<file path="config.mk">
export PLATFORM = sky130hd
export DESIGN_NAME = debounce_bank_flat
export DESIGN_NICKNAME = d
export VERILOG_FILES = /design/src/rtl/debounce_bank_if.sv /design/src/rtl/debounce_bank.sv /design/src/flat_wrapper.sv
export SDC_FILE = /design/constraint.sdc
export NUM_CORES = 1
export LEC_CHECK = 0
export CAP_MARGIN = 20
export CORE_ASPECT_RATIO = 0.6
export CORE_UTILIZATION = 50
export CTS_BUF_LIST = sky130_fd_sc_hd__clkbuf_4
export DETAILED_ROUTE_END_ITERATION = 6
export PLACE_DENSITY_LB_ADDON = 0.25
export SYNTH_ARGS = -nofsm -noshare
export SYNTH_HDL_FRONTEND = slang
export SYNTH_SLANG_ARGS = --single-unit
</file>
<file path="constraint.sdc">
create_clock -name clk -period 5.85 [get_ports clk]
set_clock_uncertainty 0.05 [all_clocks]
set_input_delay 1.17 -clock clk [delete_from_list [all_inputs] [get_ports clk]]
set_output_delay 1.17 -clock clk [all_outputs]
set_load 0.01 [all_outputs]
</file>
<file path="src/rtl/debounce_bank_if.sv">
// Bus bundle for debounce_bank: raw button inputs and the debounced level/strobe outputs.
// slave is the debouncer side; master is the side that drives the raw pins and consumes results.
interface debounce_bank_if #(
  parameter int unsigned CHANNELS = 4
);
  logic [CHANNELS-1:0] btn_in;
  logic [CHANNELS-1:0] btn_out;
  logic [CHANNELS-1:0] rise_pulse;
  logic [CHANNELS-1:0] fall_pulse;
  logic [CHANNELS-1:0] long_press;

  modport slave (
    input  btn_in,
    output btn_out,
    output rise_pulse,
    output fall_pulse,
    output long_press
  );

  modport master (
    output btn_in,
    input  btn_out,
    input  rise_pulse,
    input  fall_pulse,
    input  long_press
  );
endinterface

</file>
<file path="src/rtl/debounce_bank.sv">
// Multi-channel push-button debouncer: two-flop synchroniser, per-channel stability
// counter, registered rise/fall strobes and an optional long-press strobe.
// Optional feature macro: DEBOUNCE_BANK_LONG_PRESS_EN (long-press counters; otherwise long_press = 0).
module debounce_bank #(
  parameter int unsigned CHANNELS      = 4,
  parameter int unsigned STABLE_CYCLES = 25,
  parameter int unsigned CNT_W         = 20,
  parameter int unsigned LONG_CYCLES   = 1000,
  parameter int unsigned LONG_W        = 24
) (
  input  logic           clk,
  input  logic           rst_n,
  debounce_bank_if.slave bus
);

  localparam logic [CNT_W-1:0] CNT_LAST = CNT_W'(STABLE_CYCLES - 1);

  logic [CHANNELS-1:0] s1_q, s1_d;
  logic [CHANNELS-1:0] s2_q, s2_d;
  logic [CHANNELS-1:0] btn_q, btn_d;
  logic [CHANNELS-1:0] rise_q, rise_d;
  logic [CHANNELS-1:0] fall_q, fall_d;
  logic [CNT_W-1:0]    cnt_q [CHANNELS];
  logic [CNT_W-1:0]    cnt_d [CHANNELS];

  // Synchronise inputs and accept a new level only after it has held for STABLE_CYCLES samples.
  always_comb begin
    s1_d   = bus.btn_in;
    s2_d   = s1_q;
    btn_d  = btn_q;
    rise_d = '0;
    fall_d = '0;
    for (int unsigned i = 0; i < CHANNELS; i++) begin
      cnt_d[i] = '0;
      if (s2_q[i] != btn_q[i]) begin
        if (cnt_q[i] == CNT_LAST) begin
          btn_d[i]  = s2_q[i];
          rise_d[i] = s2_q[i];
          fall_d[i] = ~s2_q[i];
        end else begin
          cnt_d[i] = cnt_q[i] + CNT_W'(1);
        end
      end
    end
  end

  // Debounce state registers.
  always_ff @(posedge clk or negedge rst_n) begin
    if (!rst_n) begin
      s1_q   <= '0;
      s2_q   <= '0;
      btn_q  <= '0;
      rise_q <= '0;
      fall_q <= '0;
      for (int unsigned i = 0; i < CHANNELS; i++) cnt_q[i] <= '0;
    end else begin
      s1_q   <= s1_d;
      s2_q   <= s2_d;
      btn_q  <= btn_d;
      rise_q <= rise_d;
      fall_q <= fall_d;
      for (int unsigned i = 0; i < CHANNELS; i++) cnt_q[i] <= cnt_d[i];
    end
  end

  assign bus.btn_out    = btn_q;
  assign bus.rise_pulse = rise_q;
  assign bus.fall_pulse = fall_q;

`ifdef DEBOUNCE_BANK_LONG_PRESS_EN
  localparam logic [LONG_W-1:0] LONG_MAX  = LONG_W'(LONG_CYCLES);
  localparam logic [LONG_W-1:0] LONG_LAST = LONG_W'(LONG_CYCLES - 1);

  logic [CHANNELS-1:0] long_q, long_d;
  logic [LONG_W-1:0]   long_cnt_q [CHANNELS];
  logic [LONG_W-1:0]   long_cnt_d [CHANNELS];

  // Count cycles held high since the rise (counter is 0 on the rise cycle); saturate so it fires once.
  always_comb begin
    long_d = '0;
    for (int unsigned i = 0; i < CHANNELS; i++) begin
      long_cnt_d[i] = '0;
      if (btn_q[i]) begin
        if (long_cnt_q[i] != LONG_MAX) begin
          long_cnt_d[i] = long_cnt_q[i] + LONG_W'(1);
          long_d[i]     = (long_cnt_q[i] == LONG_LAST);
        end else begin
          long_cnt_d[i] = LONG_MAX;
        end
      end
    end
  end

  // Long-press state registers.
  always_ff @(posedge clk or negedge rst_n) begin
    if (!rst_n) begin
      long_q <= '0;
      for (int unsigned i = 0; i < CHANNELS; i++) long_cnt_q[i] <= '0;
    end else begin
      long_q <= long_d;
      for (int unsigned i = 0; i < CHANNELS; i++) long_cnt_q[i] <= long_cnt_d[i];
    end
  end

  assign bus.long_press = long_q;
`else
  // Long-press sizing parameters have no role in this build.
  localparam int unsigned LONG_CFG_UNUSED = LONG_CYCLES + LONG_W;

  assign bus.long_press = '0;
`endif

endmodule

</file>
<file path="src/flat_wrapper.sv">
// flat-port wrapper written by rule: the top's interface ports become plain ports
module debounce_bank_flat 
#(
  parameter int unsigned CHANNELS      = 4,
  parameter int unsigned STABLE_CYCLES = 25,
  parameter int unsigned CNT_W         = 20,
  parameter int unsigned LONG_CYCLES   = 1000,
  parameter int unsigned LONG_W        = 24
)
  (clk, rst_n, bus_btn_in, bus_btn_out, bus_rise_pulse, bus_fall_pulse, bus_long_press);
  debounce_bank_if #(.CHANNELS(CHANNELS)) bus_i ();
  input  logic clk;
  input  logic rst_n;
  input wire logic [$bits(bus_i.btn_in)-1:0] bus_btn_in;
  output wire logic [$bits(bus_i.btn_out)-1:0] bus_btn_out;
  output wire logic [$bits(bus_i.rise_pulse)-1:0] bus_rise_pulse;
  output wire logic [$bits(bus_i.fall_pulse)-1:0] bus_fall_pulse;
  output wire logic [$bits(bus_i.long_press)-1:0] bus_long_press;
  assign bus_i.btn_in = bus_btn_in;
  assign bus_btn_out = bus_i.btn_out;
  assign bus_rise_pulse = bus_i.rise_pulse;
  assign bus_fall_pulse = bus_i.fall_pulse;
  assign bus_long_press = bus_i.long_press;
  debounce_bank #(.CHANNELS(CHANNELS), .STABLE_CYCLES(STABLE_CYCLES), .CNT_W(CNT_W), .LONG_CYCLES(LONG_CYCLES), .LONG_W(LONG_W)) u_core (.clk(clk), .rst_n(rst_n), .bus(bus_i));
endmodule
</file>
## Word-level counts from Yosys, hierarchy flattened

Cells that the tools add are included.

| word-level totals | value |
|---|---|
| register bits | 100 |
| bits in latches | 0 |
| output and inout bits | 16 |
| bits of input ports | 6 |
| ROM bits | 0 |
| word-level logic and storage cells | 56 |
| bits in writable memories | 0 |
| memories kept | 0 |

| cells by class | value |
|---|---|
| shift operators | 0 |
| $add $sub $neg | 4 |
| multiplexer cells | 24 |
| equal/unequal tests | 8 |
| divide/modulo/power cells | 0 |
| reduce and logical (&&, ||, !) cells | 4 |
| multiply operators | 0 |
| bitwise gates (word level) | 4 |
| $lt $le $gt $ge | 0 |

Operators with widths:

| operator | count |
|---|---|
| two-way mux 20 bit | 8 |
| adder 20 x 1 -> 20 bit, second input constant | 4 |
| == test 20 x 5 -> 1 bit, second input constant | 4 |
| two-way mux 1 bit | 16 |
| AND reduction 2 bit | 4 |
| inequality test 1 bit | 4 |
| inverter 1 bit | 4 |

## Longest topological paths before layout

| depth | value |
|---|---|
| depth in word-level cells | 3 |
| depth in mapped cells | 7 |
| mapped depth without buffers | 6 |

## Worst setup path after synthesis

Ideal clock, no wire load.

| path | value |
|---|---|
| kind | register to register |
| from | reg u_core.cnt_q[55] (netlist bit) |
| to | reg u_core.cnt_q[46] (netlist bit) |
| path buffers | 1 |
| library setup time | 0.132 ns |
| cell stages (with the launch flop) | 5 |
| path slack | 3.970 ns |
| arrival | 1.698 ns |
| required time | 5.668 ns |
| period minus slack after synthesis | 1.880 ns |
| cells stage by stage | dfrtp_1 -> or4_1 -> o31ai_4 -> clkbuf_1 -> nor2_1 |

RTL lines:

| element | RTL line | source |
|---|---|---|
| start: declaration | debounce_bank.sv:23 | `logic [CNT_W-1:0] cnt_q [CHANNELS];` |

## Worst setup path after layout

| path | value |
|---|---|
| from | reg u_core.btn_q[3], in the netlist u_core.bus.btn_out[3] |
| to | out bus_btn_out[3] |

RTL lines:

| element | RTL line | source |
|---|---|---|
| start: declaration | debounce_bank.sv:20 | `logic [CHANNELS-1:0] btn_q, btn_d;` |
| start signal: assignment | debounce_bank.sv:59 | `btn_q <= btn_d;` |
| end: declaration | flat_wrapper.sv:15 | `output wire logic [$bits(bus_i.btn_out)-1:0] bus_btn_out;` |

No word-level cell between the ends.

==> impl_results.md <==
* Result of the run: complete, no violations
* Worst flop-to-flop path endpoint: u_core.cnt_q[17]
* Top delay family on crit path: buffers and inverters
* Part of the total power dissipated in sequential elements at 0.630
* Layout overhead on the synthesized area at 8.61%
* Max clock buf depth at 2
* Starting Density at 0.521
* CP max-delay cell: sky130_fd_sc_hd__clkdlybuf4s50_1
* Maximum cell stage delay along the critical path at 560 ps
* Leftover overflow at the end of global routing at 0
* Setup crit end kind: primary output
* Clock network fraction of design power at 0.321
* TritonCTS clock tree: done
* Cell Chain, Critical Path: clkdlybuf4s50_1
* Core footprint at 9290 um2
* Die Y-Extent at 78.2 um
* # DRC at 0
* Post-synthesis instance area at 4840 um2
* Number of enable-type register cells in the synthesized netlist at 0
* Leading cell type in the layout, fill and taps excluded: sky130_fd_sc_hd__dfrtp_1
* Number of cells produced by synthesis at 477
* Combinational group share of total power at 0.048
* Hold Path Origin: u_core.s1_q[1]
* Total routing usage reported by global routing at 0.210
* Pre-antenna DRT Iters at 5
* Cells on Worst Hold Path at 0
* Power density normalized to cell area at 215 nW/um2
* Register clock-pin slew on the reported worst setup and hold paths at 140 ps
* Avg Inst Size Synth at 10.1 um2
* Std-Cell Rows at 27
* Post-route antenna net violation count at 0
* Final setup violation count at 0
* Fmax at 0.374 GHz
* Final net count at 510
* Ys Warns at 0
* R2R Setup Slk at 3710 ps
* Setup repair after global routing missed its margin: false
* Final max-slew violation count at 0
* Post-detailed-routing wire length at 9260 um
* Worst min-delay path endpoint: u_core.s2_q[1]
* Net switching power at 0.275 mW
* Start point of the critical path: u_core.bus.btn_out[3]
* Async S/R FF share, synth at 1.00
* Die Wd at 129 um
* Resized Gates After CTS at 0
* Clock sink count at 100
* Slew margin rel. at 0.459
* Detailed Place HPWL at 6360 um
* Worst Path Buf+Inv at 1
* Initial antenna violation count at 0
* Setup TNS at 0 ps
* Post-synth cell types at 43
* Class of the most critical hold timing path: flop to flop
* Final standard cell count with taps included and fillers excluded at 631
* Leakage dissipation at 2.08 nW
* First-pass GRT wire length at 16500 um
* Via-to-Cell Ratio at 5.53
* Fill cell count at 825
* Commonest register cell after synthesis: sky130_fd_sc_hd__dfrtp_1
* Commonest cells after routing, fill and taps aside: sky130_fd_sc_hd__dfrtp_1, sky130_fd_sc_hd__nor2_1, sky130_fd_sc_hd__xnor2_1
* Share of layout cells above drive strength 1 at 0.0679
* Origin of the critical flop-to-flop path: u_core.cnt_q[2]
* Internal portion of total power at 0.853 mW
* Placer congestion estimate at 0.849
* Number of hold buffers added after cts at 0
* Count of maximum capacitance violations at 0
* Switching share of power at 0.244
* Final worst-path cycle share at 0.457
* Latest clock arrival within the worst-skew pair at 450 ps
* Maximum number of pins on one net before global-route repair at 66
* CP Class: flop to primary output
* Number of setup buffers added after CTS at 0
* Count of final hold-check violations at 0
* Critical-path maximum fanout at 5
* Final critical delay including setup and external delays at 2670 ps
* Placement Cell Area at 5110 um2
* Portion of the post-synthesis area used by sequential elements at 0.517
* Vias in the first global route at 3362
* Post-route core utilization at 0.566
* Number of buffer cells added on primary ports at 17
* Number of synthesized register bits at 100
* Cell area after layout at 5260 um2
* IR drop worst, VDD at 103 uV
* CP Launch Type: flop
* Full die area at 10100 um2
* Ant diodes at 0
* Worst slew pin tran at 811 ps
* Path length in cells of the critical path at 1
* Final routed wire length divided by cell count at 14.7 um
* Via total after detailed routing at 3492
* Depth of the worst register-to-register path at 4
* Root buffer selected by CTS: sky130_fd_sc_hd__clkbuf_4
* Post-placement cell count at 614
* Htree depth at 3
* TritonCTS Buffers at 9
* Top-Level Pins at 22
* Arrival time at the worst endpoint at 1450 ps
* Initial DRC count at 342
* Required time of the critical path at 4630 ps
## synth_stat cells, drive strengths merged (7+ instances only)
library cell	n	area, um2
inv	18	67.6
or3	14	88.8
nor3b	11	82.6
xor2	17	149
nor3	17	85.1
dfrtp	100	2500
nand4	24	163
nor4	23	144
clkbuf	8	31.3
o21ai	14	70.1
a21oi	15	75.1
nand2	22	82.6
or4	10	78.8
nand3	24	125
ha	8	100
nor2	69	259
and3	7	43.8
xnor2	42	368
## cell type report
type / count / area, um2 / area share
Clock inverter: 6 / 65.1 / 0.0124
Inverter: 18 / 67.6 / 0.0129
Tap cell: 130 / 163 / 0.0309
Timing Repair Buffer: 19 / 183 / 0.0347
Sequential cell: 100 / 2500 / 0.476
Multi-Input combinational cell: 348 / 2200 / 0.419
Clock buffer: 10 / 75.1 / 0.0143
## worst max-delay path by stage
stage | slack [ps] | to
finish | 3180 | bus_btn_out[3]
global route | 3060 | bus_btn_out[0]
CTS | 3140 | bus_btn_out[0]
detailed placement | 3410 | u_core.s1_q[2]
global placement | 3440 | u_core.s1_q[2]
floorplan | 3970 | u_core.cnt_q[46]
## routing by layer
metal	wire length (um)	track usage
met3	386	0.0559
met4	41	0.0612
met2	4050	0.294
met5	0	0
met1	4780	0.314
## registers in the layout, indices dropped and copies added (netlist names)
name                   count
u_core.s2_q                4
u_core.bus.fall_pulse      4
u_core.s1_q                4
u_core.bus.btn_out         4
u_core.bus.rise_pulse      4
u_core.cnt_q              80
## stage by stage
stage	hold WS, ps	setup WS (ps)	power [mW]
CTS	319	3140	1.15
finish	315	3180	1.13
detailed placement	285	3410	0.780
global placement	285	3440	0.778
floorplan	281	3970	0.755
global route	326	3060	1.19
## power by group through the flow
stage               combinational, mW  clock [mW]  sequential, mW
finish                         0.0545       0.363           0.712
floorplan                      0.0343           0           0.721
CTS                            0.0555       0.378           0.712
detailed placement             0.0550           0           0.725
global route                   0.0635       0.410           0.714
global placement               0.0543           0           0.724
## logic make-up after synthesis
group,count (synthesis),share of synthesized area
AO/OA/AOI/OAI,37,0.0514
XOR/XNOR,59,0.107
adder cells (fa/ha/maj),8,0.0207
buffers and inverters,32,0.0305
flip-flops,100,0.517
multiplexers,5,0.0114
other,1,0.000775
AND/OR/NAND/NOR,235,0.262
No activity file was read; power rests on OpenSTA's default activity.
